--- src/rtl/vector_result_serializer_if.sv ---
// Element-wide valid/ready stream that carries one vector element per beat.
interface vector_result_serializer_if #(
  parameter int BITS = 8,
  parameter int N    = 4
) ();
  localparam int IW = (N > 1) ? $clog2(N) : 1;

  logic [BITS-1:0] m_data;
  logic            m_valid;
  logic            m_ready;
  logic            m_last;
  logic [IW-1:0]   m_index;

  modport master (output m_data, m_valid, m_last, m_index, input m_ready);
  modport slave  (input m_data, m_valid, m_last, m_index, output m_ready);
endinterface

--- src/rtl/vector_result_serializer.sv ---
// Snapshots the ALU result vector on capture and drains it element by element
// onto a valid/ready stream, with a sticky flag for captures that had to be dropped.
module vector_result_serializer #(
  parameter int BITS      = 8,
  parameter int N         = 4,
  parameter bit LSB_FIRST = 1'b1
) (
  input  logic                       clk,
  input  logic                       rst,
  input  logic [BITS-1:0]            S [N-1:0],
  input  logic                       capture,
  input  logic                       clear_overrun,
  vector_result_serializer_if.master m,
  output logic                       busy,
  output logic                       done,
  output logic                       overrun
);
  localparam int IW = (N > 1) ? $clog2(N) : 1;
  localparam logic [IW-1:0] LAST_CNT = IW'(N - 1);

  typedef enum logic {IDLE, STREAM} state_e;

  state_e          state_q, state_d;
  logic [IW-1:0]   count_q, count_d;
  logic [BITS-1:0] buf_q [N-1:0];
  logic [BITS-1:0] buf_d [N-1:0];
  logic            done_q, done_d;
  logic            overrun_q, overrun_d;

  logic            streaming;
  logic            at_last;
  logic            fire;
  logic [IW-1:0]   elem;

  always_comb begin
    streaming = (state_q == STREAM);
    at_last   = (count_q == LAST_CNT);
    fire      = streaming && m.m_ready;
    elem      = LSB_FIRST ? count_q : (LAST_CNT - count_q);
  end

  always_comb begin
    state_d   = state_q;
    count_d   = count_q;
    buf_d     = buf_q;
    done_d    = 1'b0;
    overrun_d = overrun_q;
    if (clear_overrun) overrun_d = 1'b0;
    case (state_q)
      IDLE: begin
        if (capture) begin
          buf_d   = S;
          count_d = '0;
          state_d = STREAM;
        end
      end
      STREAM: begin
        if (fire && at_last) begin
          // A capture landing on the final beat chains the next vector without a bubble.
          done_d  = 1'b1;
          count_d = '0;
          if (capture) buf_d = S;
          else         state_d = IDLE;
        end else begin
          if (fire)    count_d = count_q + IW'(1);
          if (capture) overrun_d = 1'b1;
        end
      end
      default: state_d = IDLE;
    endcase
  end

  always_ff @(posedge clk) begin
    if (rst) begin
      state_q   <= IDLE;
      count_q   <= '0;
      done_q    <= 1'b0;
      overrun_q <= 1'b0;
      for (int i = 0; i < N; i++) buf_q[i] <= '0;
    end else begin
      state_q   <= state_d;
      count_q   <= count_d;
      done_q    <= done_d;
      overrun_q <= overrun_d;
      buf_q     <= buf_d;
    end
  end

  // Outputs come straight from registered state, so they hold under backpressure.
  always_comb begin
    m.m_valid = streaming;
    m.m_data  = streaming ? buf_q[elem] : '0;
    m.m_index = streaming ? elem : '0;
    m.m_last  = streaming && at_last;
    busy      = streaming;
    done      = done_q;
    overrun   = overrun_q;
  end
endmodule
--- src/flat_wrapper.sv ---
// flat-port wrapper written by rule: the top's interface ports become plain ports
module vector_result_serializer_flat 
#(
  parameter int BITS      = 8,
  parameter int N         = 4,
  parameter bit LSB_FIRST = 1'b1
)
  (clk, rst, S, capture, clear_overrun, busy, done, overrun, m_m_data, m_m_valid, m_m_last, m_m_index, m_m_ready);
  vector_result_serializer_if #(.BITS(BITS), .N(N)) m_i ();
  input  logic clk;
  input  logic rst;
  input  logic [BITS-1:0] S[N-1:0];
  input  logic capture;
  input  logic clear_overrun;
  output logic busy;
  output logic done;
  output logic overrun;
  output wire logic [$bits(m_i.m_data)-1:0] m_m_data;
  output wire logic [$bits(m_i.m_valid)-1:0] m_m_valid;
  output wire logic [$bits(m_i.m_last)-1:0] m_m_last;
  output wire logic [$bits(m_i.m_index)-1:0] m_m_index;
  input wire logic [$bits(m_i.m_ready)-1:0] m_m_ready;
  assign m_m_data = m_i.m_data;
  assign m_m_valid = m_i.m_valid;
  assign m_m_last = m_i.m_last;
  assign m_m_index = m_i.m_index;
  assign m_i.m_ready = m_m_ready;
  vector_result_serializer #(.BITS(BITS), .N(N), .LSB_FIRST(LSB_FIRST)) u_core (.clk(clk), .rst(rst), .S(S), .capture(capture), .clear_overrun(clear_overrun), .m(m_i), .busy(busy), .done(done), .overrun(overrun));
endmodule
--- config.mk ---
export PLATFORM = sky130hd
export DESIGN_NAME = vector_result_serializer_flat
export DESIGN_NICKNAME = d
export VERILOG_FILES = /design/src/rtl/vector_result_serializer_if.sv /design/src/rtl/vector_result_serializer.sv /design/src/flat_wrapper.sv
export SDC_FILE = /design/constraint.sdc
export NUM_CORES = 1
export LEC_CHECK = 0
export ABC_AREA = 1
export BUFFER_PORTS_ARGS = -buffer_cell sky130_fd_sc_hd__buf_4
export CORE_ASPECT_RATIO = 0.9
export CORE_MARGIN = 2
export CORE_UTILIZATION = 47
export CTS_CLUSTER_DIAMETER = 30
export DETAILED_ROUTE_END_ITERATION = 8
export GPL_ROUTABILITY_DRIVEN = 0
export HOLD_SLACK_MARGIN = 0.05
export PLACE_DENSITY = 0.76
export SKIP_CTS_REPAIR_TIMING = 1
export SLEW_MARGIN = 20
export SYNTH_ARGS = -nofsm -noshare
export SYNTH_HDL_FRONTEND = slang
export SYNTH_SLANG_ARGS = --single-unit
--- constraint.sdc ---
create_clock -name clk -period 1.4 [get_ports clk]
set_clock_uncertainty 0.2 [all_clocks]
set_input_delay 0.28 -clock clk [delete_from_list [all_inputs] [get_ports clk]]
set_output_delay 0.28 -clock clk [all_outputs]
set_load 0.02 [all_outputs]
Yosys cells after proc, flatten, opt, wreduce, memory -nomap -nowiden
Index checks and enable logic that the tools add are counted.
- bits in registers: 37
- word-level logic and storage cells: 39
- output and inout port bits: 15
- input bits: 37
- $add $sub $neg: 1
- reduce and logical (&&, ||, !) cells: 5
- $lt $le $gt $ge: 1
- bitwise gates (word level): 1
- eq/ne operators: 4
- muxes and demuxes: 19
- operators by type and width (operator ; number):
    $mux W32 ; 2
    $pmux W32 S2 ; 1
    $bmux W8 S2 ; 1
    $mux W8 ; 2
    $mux W2 ; 4
    $mux W1 ; 7
    $ne A2 B2 Y1 const B ; 2
    $pmux W2 S2 ; 1
    $logic_and A1 B1 Y1 ; 3
    $lt A2 B3 Y1 const B ; 1
    $ne A3 B3 Y1 const B ; 1
    $add A2 B1 Y2 const B ; 1
    $eq A2 B2 Y1 const B ; 1
    $pmux W1 S2 ; 1
    $reduce_and A2 Y1 ; 1
    $reduce_or A2 Y1 ; 1
    $not A1 Y1 ; 1

Depth between registers and ports, before layout
- depth in word-level cells: 4
- depth in mapped cells: 7
- depth with buffers taken out: 6

Worst setup path after synthesis
OpenSTA, ideal clock, no wires.
- kind: register -> output
- start: register u_core.count_q[0]
- end: output port m_m_data[6]
- slack: -349 ps
- buffers on the path: 2
- required time: 920 ps
- cell stages (with the launch flop): 8
- arrival time: 1269 ps
- path through: dfxtp_1 buf_2 inv_1 buf_4 nand2_1 nand2_1 nand2_1 a21oi_1
- cells in the longest elaborated chain, start to end: 3
- ends and longest elaborated chain (item ; line ; text):
    start, declared ; vector_result_serializer.sv:24 ; logic [IW-1:0] count_q, count_d;
    start signal, assigned ; vector_result_serializer.sv:82 ; count_q <= count_d;
    $bmux W8 S2 ; vector_result_serializer.sv:92 ; m.m_data = streaming ? buf_q[elem] : '0;
    $mux W8 (implied by the code) ; vector_result_serializer.sv:92 ;
    $mux W8 ; vector_result_serializer.sv:92 ;
    end, declared ; flat_wrapper.sv:18 ; output wire logic [$bits(m_i.m_data)-1:0] m_m_data;
No other way between the ends. The select of a mux whose other input is x is not followed.

Final worst setup path
- start: register u_core.count_q[1]
- end: output port m_m_data[3]
The elaborated chain is that of the path after synthesis.

==> results_dict.tcl <==
set metrics [dict create \
    crit_type "reg -> out" \
    drive_above_1_share_pct 29.1 \
    worstHoldStart "clear_overrun" \
    p_leak_nw 1.40 \
    grt_max_degree 35 \
    layout_setup_ws_ns -0.468 \
    synth-edff-count 0 \
    port_buffers 51 \
    worstSkewPairLatency_ns 0.29 \
    fill_cells 328 \
    dieHeight_um 64.3 \
    worstPathArrival_ns 1.39 \
    first_global_vias 1741 \
    setup-violations-final 43 \
    cp_num_buf_inv 3 \
    nets 408 \
    layout_min_cycle_time_ns 1.87 \
    vdd_ir_drop_max_mv 0.648 \
    end_kind "output pin" \
    relSlewSlack_pct 73.2 \
    max_freq_mhz 535 \
    crit_fanout 13 \
    async_reset_ff_share_pct 0 \
    max_stage_delay_ns 0.37 \
    drt.antenna.violating_nets 0 \
    coreArea_um2 3810 \
    syn_area_per_cell_um2 6.13 \
    cp-start-kind "register" \
    maxCapViolations 0 \
    violations "setup timing" \
    drtIter0Drc 120 \
    netlist_area_um2 1900 \
    grt_setup_unrepaired "yes" \
    tightestPinTransition_ns 0.401 \
    grt.overflow.total 0 \
    reg2reg_from "u_core.count_q[0]" \
    std_cell_rows 21 \
    antenna_found_initial 0 \
    regArea_um2 749 \
    slew_violations 0 \
    synth_area_leaders "dfxtp_1 (39%), nor2_1 (16%), nand2_1 (14%)" \
    wl_per_cell_um 11.3 \
    clock-root-buffer "clkbuf_8" \
    hold_end "u_core.overrun" \
    cts-buffers-inserted 5 \
    timing.hold.ws_ns 0.0698 \
    dp_hpwl_um 3120 \
    post-synth-top-count-cell "nor2_1" \
    finalHoldViolCount 0 \
    syn2layout_area_growth_pct 44.2 \
    reg2reg_to "u_core.buf_q[30]" \
    synth.top_cell.area_share_pct 39.0 \
    multi_input_area_um2 1050 \
    hold_class "in -> reg" \
    ff2ff_setup_slack_ns -0.13 \
    fin_total_pwr_mw 2.48 \
    synthFlopType "dfxtp_1" \
    vias 2015 \
    power_density_nw_per_um2 903 \
    tns_ns -7.39 \
    path_cells "inv_2 -> buf_12 -> nor2_1 -> o21ai_2 -> a21oi_4 -> buf_4" \
    status "finished with violations" \
    clkTransAtPathRegs_ns 0.07 \
    ff2ff_path_depth 7 \
    cts_tree "yes" \
    ys_seq_elements 37 \
    ys_warn_count 0 \
    drt-pass1-iter-count 4 \
    netlist_top_cells_count "nor2_1 (82), nand2_1 (73), inv_1 (41)" \
    grt_pass1_wl_um 7250 \
    drc 0 \
    ioPinCount 52 \
    synth_cell_types 16 \
    synth.net_count 348 \
    htree_levels 2 \
    start_util_pct 49.9 \
    viasPerCell 4.83 \
    num_antenna_cells 0 \
    ys_seq_area_share_pct 39.0 \
    cts.path.max_buffers 2 \
    required_ns 0.92 \
    cp_top_family "flip-flops" \
    wl_um 4720 \
    die_area_um2 4570 \
    syn_inst 310 \
    period_share_pct 133 \
    numClockSinks 37 \
    grtUsageTotal_pct 19.9 \
    die_x_um 71.0 \
    yosysTopAreaCell "dfxtp_1" \
    min_path_cells 4 \
    slowest_stage "dfxtp_2" \
]
[area by class of cell]
cell class,instances,area share (%)
timing repair buffer,69,22.6
tap,46,2.10
multi-input combinational,214,38.3
clock inverter,1,0.228
timing repair inverter,1,0.320
inverter,42,6.30
clock buffer,7,2.79
sequential,37,27.4
[sequential cells by signal (all words and copies together), names as in the netlist]
name / flops
u_core.buf_q: 32
u_core.overrun: 1
u_core.count_q: 2
u_core.busy: 1
u_core.done: 1
[worst max path at each step]
stage                       from                to  slack (ns)  cells past startpoint
2_1_floorplan  u_core.count_q[0]       m_m_data[6]       -0.04                      7
3_3_place_gp   u_core.count_q[0]  u_core.buf_q[27]       -0.25                      5
3_5_place_dp   u_core.count_q[1]   u_core.buf_q[5]       -0.28                      5
4_1_cts        u_core.count_q[0]       m_m_data[6]       -0.53                      5
5_1_grt        u_core.count_q[0]       m_m_data[4]       -0.52                      6
6_report       u_core.count_q[1]       m_m_data[3]       -0.47                      6
[metrics by stage]
stage               area, µm²  std cells  setup WS (ns)  utilization [%]
detailed placement       2500        404         -0.283             65.6
global route             2740        417         -0.516             71.9
floorplan                2040        310        -0.0386                -
CTS                      2580        412         -0.525             67.8
finish                   2740        417         -0.468             71.9
global placement         2500        404         -0.246             65.6
[layout by cell type (no fill, tap or decap), types with 2 or more instances in the layout]
| cell | n |
|---|---|
| buf_6 | 10 |
| inv_1 | 39 |
| nand2_1 | 67 |
| dfxtp_1 | 34 |
| nand2_2 | 6 |
| nor2_4 | 2 |
| a21oi_1 | 4 |
| nand3_1 | 34 |
| buf_12 | 5 |
| buf_4 | 53 |
| clkbuf_1 | 2 |
| nor2_1 | 81 |
| clkbuf_8 | 5 |
| dfxtp_4 | 2 |
| a21oi_4 | 9 |
| o21ai_2 | 8 |
| inv_4 | 2 |
[worst reg2reg max path: cells and delay by family (launching register included)]
family	cells	cell delay, ns
buffers and inverters	1	0.16
flip-flops	1	0.38
AND/OR/NAND/NOR	5	0.46
adder cells (fa/ha/maj)	1	0.23
[cells by family (layout without fill, tap and decap cells)]
group           count (synthesis)  count (layout)  share of synthesized area [%]
simple gates                  190             191                           40.2
flops                          37              37                           39.0
fa+ha+maj                       1               1                          0.658
compound gates                 22              22                           6.39
buf+inv                        60             120                           13.8
[layer usage]
| layer | vias up | share of wire [%] | GRT usage, % |
|---|---|---|---|
| li1 | 1055 | - | - |
| met1 | 906 | 44 | 24.4 |
| met2 | 49 | 49 | 34.8 |
| met3 | 5 | 5.4 | 4.10 |
| met4 | 0 | 0.89 | 6.37 |
| met5 | - | 0 | 0 |
[power breakdown]
group / leakage [nW] / switching, mW / total [mW] / internal (mW)
Sequential: 0.308 / 0.0490 / 1.18 / 1.13
Combinational: 1.04 / 0.307 / 0.574 / 0.266
Clock: 0.0428 / 0.369 / 0.722 / 0.353
Total: 1.40 / 0.725 / 2.48 / 1.75
(Power assumes the default switching activity.)
